File: src/rtl/cdb_arbiter_pkg.sv
// Common-data-bus payload type shared by the arbiter, its interface and users.
package cdb_arbiter_pkg;

  localparam int unsigned TAG_W  = 6;
  localparam int unsigned DATA_W = 32;

  // One CDB broadcast: qualifier, producing reservation-station tag, result value
  typedef struct packed {
    logic              valid;
    logic [TAG_W-1:0]  tag;
    logic [DATA_W-1:0] rd_v;
  } cdb_t;

endpackage

File: src/rtl/cdb_arbiter_if.sv
// Requester/CDB bundle between the functional units and the CDB arbiter.
interface cdb_arbiter_if #(
  parameter int unsigned NUM_REQ = 5
);

  localparam int unsigned IDX_W = (NUM_REQ > 1) ? $clog2(NUM_REQ) : 1;

  logic                                  flush;
  logic [NUM_REQ-1:0]                    req_valid;
  cdb_arbiter_pkg::cdb_t [NUM_REQ-1:0]   req_data;
  logic [NUM_REQ-1:0]                    req_ready;
  cdb_arbiter_pkg::cdb_t                 cdb_out;
  logic [IDX_W-1:0]                      grant_idx;

  modport master (
    output flush, req_valid, req_data,
    input  req_ready, cdb_out, grant_idx
  );

  modport slave (
    input  flush, req_valid, req_data,
    output req_ready, cdb_out, grant_idx
  );

endinterface

File: src/rtl/cdb_arbiter.sv
// CDB arbiter: picks one functional-unit result per cycle and broadcasts it
// on the registered common data bus one cycle later.
// Build option: define CDB_ROUND_ROBIN_EN for round-robin priority; otherwise
// the lowest valid index always wins and no rotation pointer exists.
module cdb_arbiter
  import cdb_arbiter_pkg::*;
#(
  parameter int unsigned NUM_REQ = 5
) (
  input  logic                clk,
  input  logic                rst,
  cdb_arbiter_if.slave        bus
);

  localparam int unsigned IDX_W = (NUM_REQ > 1) ? $clog2(NUM_REQ) : 1;
  localparam logic [IDX_W-1:0] LAST_IDX = IDX_W'(NUM_REQ - 1);

  logic [NUM_REQ-1:0] ready_c;
  logic [IDX_W-1:0]   win_c;
  logic [IDX_W-1:0]   cand_c;
  logic               xfer_c;
  cdb_t               pick_c;

  cdb_t               cdb_q;
  logic [IDX_W-1:0]   gidx_q;

`ifdef CDB_ROUND_ROBIN_EN
  localparam int unsigned SUM_W = IDX_W + 1;
  logic [IDX_W-1:0]   ptr;
  logic [SUM_W-1:0]   sum_c;
`endif

  // Search the requesters from the priority start point and grant the first valid one
  always_comb begin
    ready_c = '0;
    win_c   = '0;
    cand_c  = '0;
    xfer_c  = 1'b0;
`ifdef CDB_ROUND_ROBIN_EN
    sum_c   = '0;
`endif
    if (!rst && !bus.flush) begin
      for (int unsigned k = 0; k < NUM_REQ; k++) begin
`ifdef CDB_ROUND_ROBIN_EN
        sum_c = {1'b0, ptr} + SUM_W'(k);
        if (sum_c >= SUM_W'(NUM_REQ)) begin
          sum_c = sum_c - SUM_W'(NUM_REQ);
        end
        cand_c = sum_c[IDX_W-1:0];
`else
        cand_c = IDX_W'(k);
`endif
        if (!xfer_c && bus.req_valid[cand_c]) begin
          xfer_c = 1'b1;
          win_c  = cand_c;
        end
      end
    end
    ready_c[win_c] = xfer_c;
  end

  // Winning payload with the bus qualifier forced on
  always_comb begin
    pick_c       = bus.req_data[win_c];
    pick_c.valid = 1'b1;
  end

  // Broadcast register and rotation pointer; flush and reset both drop the bus
  always_ff @(posedge clk) begin
    if (rst || bus.flush) begin
      cdb_q  <= '0;
      gidx_q <= '0;
`ifdef CDB_ROUND_ROBIN_EN
      ptr    <= '0;
`endif
    end else if (xfer_c) begin
      cdb_q  <= pick_c;
      gidx_q <= win_c;
`ifdef CDB_ROUND_ROBIN_EN
      ptr    <= (win_c == LAST_IDX) ? '0 : win_c + IDX_W'(1);
`endif
    end else begin
      cdb_q  <= '0;
      gidx_q <= '0;
    end
  end

  assign bus.req_ready = ready_c;
  assign bus.cdb_out   = cdb_q;
  assign bus.grant_idx = gidx_q;

endmodule

File: src/flat_wrapper.sv
// flat-port wrapper written by rule: the top's interface ports become plain ports
module cdb_arbiter_flat import cdb_arbiter_pkg::*;
#(
  parameter int unsigned NUM_REQ = 5
)
  (clk, rst, bus_flush, bus_req_valid, bus_req_data, bus_req_ready, bus_cdb_out, bus_grant_idx);
  cdb_arbiter_if #(.NUM_REQ(NUM_REQ)) bus_i ();
  input  logic clk;
  input  logic rst;
  input wire logic [$bits(bus_i.flush)-1:0] bus_flush;
  input wire logic [$bits(bus_i.req_valid)-1:0] bus_req_valid;
  input wire logic [$bits(bus_i.req_data)-1:0] bus_req_data;
  output wire logic [$bits(bus_i.req_ready)-1:0] bus_req_ready;
  output wire logic [$bits(bus_i.cdb_out)-1:0] bus_cdb_out;
  output wire logic [$bits(bus_i.grant_idx)-1:0] bus_grant_idx;
  assign bus_i.flush = bus_flush;
  assign bus_i.req_valid = bus_req_valid;
  assign bus_i.req_data = bus_req_data;
  assign bus_req_ready = bus_i.req_ready;
  assign bus_cdb_out = bus_i.cdb_out;
  assign bus_grant_idx = bus_i.grant_idx;
  cdb_arbiter #(.NUM_REQ(NUM_REQ)) u_core (.clk(clk), .rst(rst), .bus(bus_i));
endmodule
File: config.mk
export PLATFORM = sky130hd
export DESIGN_NAME = cdb_arbiter_flat
export DESIGN_NICKNAME = d
export VERILOG_FILES = /design/src/rtl/cdb_arbiter_pkg.sv /design/src/rtl/cdb_arbiter_if.sv /design/src/rtl/cdb_arbiter.sv /design/src/flat_wrapper.sv
export SDC_FILE = /design/constraint.sdc
export NUM_CORES = 1
export LEC_CHECK = 0
export ABC_AREA = 1
export ABC_CLOCK_PERIOD_IN_PS = 1200
export BUFFER_PORTS_ARGS = -buffer_cell sky130_fd_sc_hd__buf_2
export CORE_AREA = 2 2 96 98
export CTS_BUF_LIST = sky130_fd_sc_hd__clkbuf_4 sky130_fd_sc_hd__clkbuf_8
export CTS_CLUSTER_DIAMETER = 80
export DETAILED_ROUTE_END_ITERATION = 8
export DIE_AREA = 0 0 98 100
export GPL_ROUTABILITY_DRIVEN = 0
export MAX_ROUTING_LAYER = met4
export PLACE_DENSITY = 0.72
export SLEW_MARGIN = 20
export SYNTH_ARGS = -nofsm -noshare
export SYNTH_HDL_FRONTEND = slang
export SYNTH_SLANG_ARGS = --single-unit
File: constraint.sdc
create_clock -name clk -period 1.2 [get_ports clk]
set_input_delay 0 -clock clk [delete_from_list [all_inputs] [get_ports clk]]
set_output_delay 0 -clock clk [all_outputs]
set_load 0.05 [all_outputs]
==> results.toml <==
[yosys]
synth-seq-cells = 42
syn_nets = 767
mappedNetlistArea_um2 = 3136
ys_types = 19
synthCells = 564
avgSynthCellArea_um2 = 5.559
yosysWarnings = 0
yosysSeqAreaShare_pct = 26.82

[global_route]
antenna_found_initial = 0
grt_use_total_pct = 24.40
grt_pass1_wl_um = 18890
grt_pass1_vias = 4060
grt_start_max_net_pins = 32
overflow = 0

[sta]
period_share_pct = 93.98
drv_slew = 0
hold_viol_final = 0
tightest_slew_ps = 347.9
fmax_mhz = 886.7
rsz0062_at_grt = "false"
setup_viol = 0
timing.slew.headroom_pct = 76.80
finalCriticalPeriod_ps = 1128
whs_ps = 10.83

[route]
drc = 0
wl_per_cell_um = 12.83
via_per_inst = 4.613
vias = 4405
routed_wl_um = 12250
postRouteAntennaNets = 0
drtIter0Drc = 173
dr.pass1.iters = 4

[floorplanning]
core_region_area_um2 = 8890
num_rows = 35
die_h_um = 100
initial_core_util_pct = 35.27
die_w_um = 98
ios = 250
die_area_um2 = 9800

[power_and_ir_drop]
comb_power_share_pct = 35.6
p_int_w = 0.002479
power.density_nw_per_um2 = 738.0
power_w = 0.003781
clkPwrFrac_pct = 25.3
power_switching_w = 0.001302
p_leak_nw = 3.156
power_frac_seq_pct = 39.1
vdd_drop_max_v = 0.0003877
p_sw_share_pct = 34.44

[place]
place_area_um2 = 4657
dpl.hpwl_um = 9007
port_buffers = 244

[status]
outcome = "finished, final reports clean"

[layout]
syn2layout_area_growth_pct = 63.41
drive_above_1_share_pct = 35.90
layout.nets = 1046
finish.instance_area_um2 = 5124
diodes = 0

[hold_path]
hold_depth = 5
hp-class = "input port to flip-flop"
hp-start = "bus_req_data[171]"
hold_end = "u_core.bus.cdb_out[15]"

[clocking]
h-tree-depth = 2
cts_buffers = 5
clockBufferDepth = 2
path_clk_slew_ps = 90
cts_sinks = 42
cts_tree = "built"
cts_root_buf = "clkbuf_8"

[setup_path]
crit_required_ps = 1200
path_max_fanout = 7
worstSetupPathType = "input port to output port"
end_kind = "output port"
cp-start-kind = "input port"
arrival_ps = 1130

[job]
drv_cap = 0
worst max path at each step:
stage | start | endpoint | slack (ps) | depth (start not counted)
2_1_floorplan | rst | bus_req_ready[1] | -180 | 7
3_3_place_gp | bus_flush | u_core.bus.cdb_out[17] | -120 | 8
3_5_place_dp | bus_flush | u_core.bus.cdb_out[17] | -110 | 8
4_1_cts | bus_flush | bus_req_ready[4] | 20 | 6
5_1_grt | rst | bus_req_ready[2] | 1 | 10
6_report | bus_flush | bus_req_ready[2] | 70 | 10
critical path, stage by stage:
cell	delay, ps
buf_2	120
inv_1	60
nand2_2	90
nor2_4	130
nand2_2	90
buf_4	170
inv_4	110
buf_4	130
nor2_2	30
buf_2	200
layout by cell type, fill, tap and decap left out:
| master | n |
|---|---|
| o21ai_4 | 1 |
| nor2_2 | 4 |
| inv_2 | 2 |
| nor2_1 | 85 |
| nand3_1 | 106 |
| nor2_4 | 3 |
| inv_4 | 1 |
| buf_4 | 26 |
| dfxtp_1 | 42 |
| nor3_2 | 1 |
| clkinv_2 | 1 |
| buf_6 | 3 |
| nand4_1 | 1 |
| buf_12 | 7 |
| nor3_4 | 1 |
| nand3b_1 | 23 |
| buf_2 | 241 |
| clkbuf_4 | 1 |
| nand2_2 | 5 |
| a21oi_1 | 30 |
| clkbuf_8 | 5 |
| nand2_1 | 132 |
| dlygate4sd3_1 | 32 |
| clkinv_4 | 1 |
| inv_1 | 90 |
power groups by stage:
stage / sequential, W / combinational, W / clock [W]
final: 0.00148 / 0.00134 / 0.000958
after global routing: 0.00148 / 0.00147 / 0.00104
after global placement: 0.00151 / 0.00124 / 0
after detailed placement: 0.00151 / 0.00125 / 0
after floorplan: 0.00175 / 0.000455 / 0
after CTS: 0.00148 / 0.00133 / 0.000987
logic make-up (layout without fill, tap and decap cells):
kind of cell           after synthesis  after routing  synth area share (%)
AO/OA/AOI/OAI                       31             31                 4.948
buffers and inverters              130            410                 17.00
flip-flops                          42             42                 26.82
AND/OR/NAND/NOR                    361            361                 51.24
stage by stage:
step | setup slack, ps | instances | setup TNS [ps] | util [%]
4_1_cts | 22.59 | 954 | 0 | 57.20
2_1_floorplan | -176.1 | 564 | -393.5 | -
6_report | 72.19 | 955 | 0 | 57.64
3_3_place_gp | -116.9 | 913 | -2420 | 52.39
5_1_grt | 1.353 | 955 | 0 | 57.64
3_5_place_dp | -113.2 | 913 | -2344 | 52.39
repair_timing:
item,CTS,global route
hold buffers,32,0
resized for setup,4,9
endpoints found under the hold margin,17,0
pin swaps,1,2
endpoints found under the setup margin,5,5
setup buffers,1,1
layer usage:
layer	global-route usage [%]	part of all wire [%]	routed length (um)	vias up
met1	29.62	43	5218	1920
li1	-	-	-	2288
met3	2.925	6.7	815	10
met4	6.624	1.0	127	0
met2	42.99	50	6087	187
met5	-	0	0	-
sequential cells by signal (all words and copies together) (netlist names):
| signal | cells |
|---|---|
| u_core.bus.cdb_out | 39 |
| u_core.bus.grant_idx | 3 |
layout make-up:
type                       count  area (um2)
tap                          111       138.9
fill                         933        3766
multi-input combinational    392        1807
sequential                    42       840.8
clock inverter                 2       13.76
clock buffer                   6       76.32
timing repair buffer         309        1896
inverter                      93       351.6
synth_stat cells:
master	count	area share (%)
nand2_1	133	16
nand3_1	106	17
inv_1	90	11
nor2_1	89	11
dfxtp_1	42	27
a21oi_1	30	4.8
nand3b_1	23	5.5
buf_2	21	3.4
buf_1	6	0.72
buf_4	5	1.2
clkbuf_1	5	0.60
nand2_2	4	0.80
inv_2	3	0.36
nor2_2	2	0.40
nand4_1	1	0.20
nor2_4	1	0.36
nor3_1	1	0.16
nor3_2	1	0.32
o21ai_1	1	0.16
No activity file was read; power rests on OpenSTA's default activity.
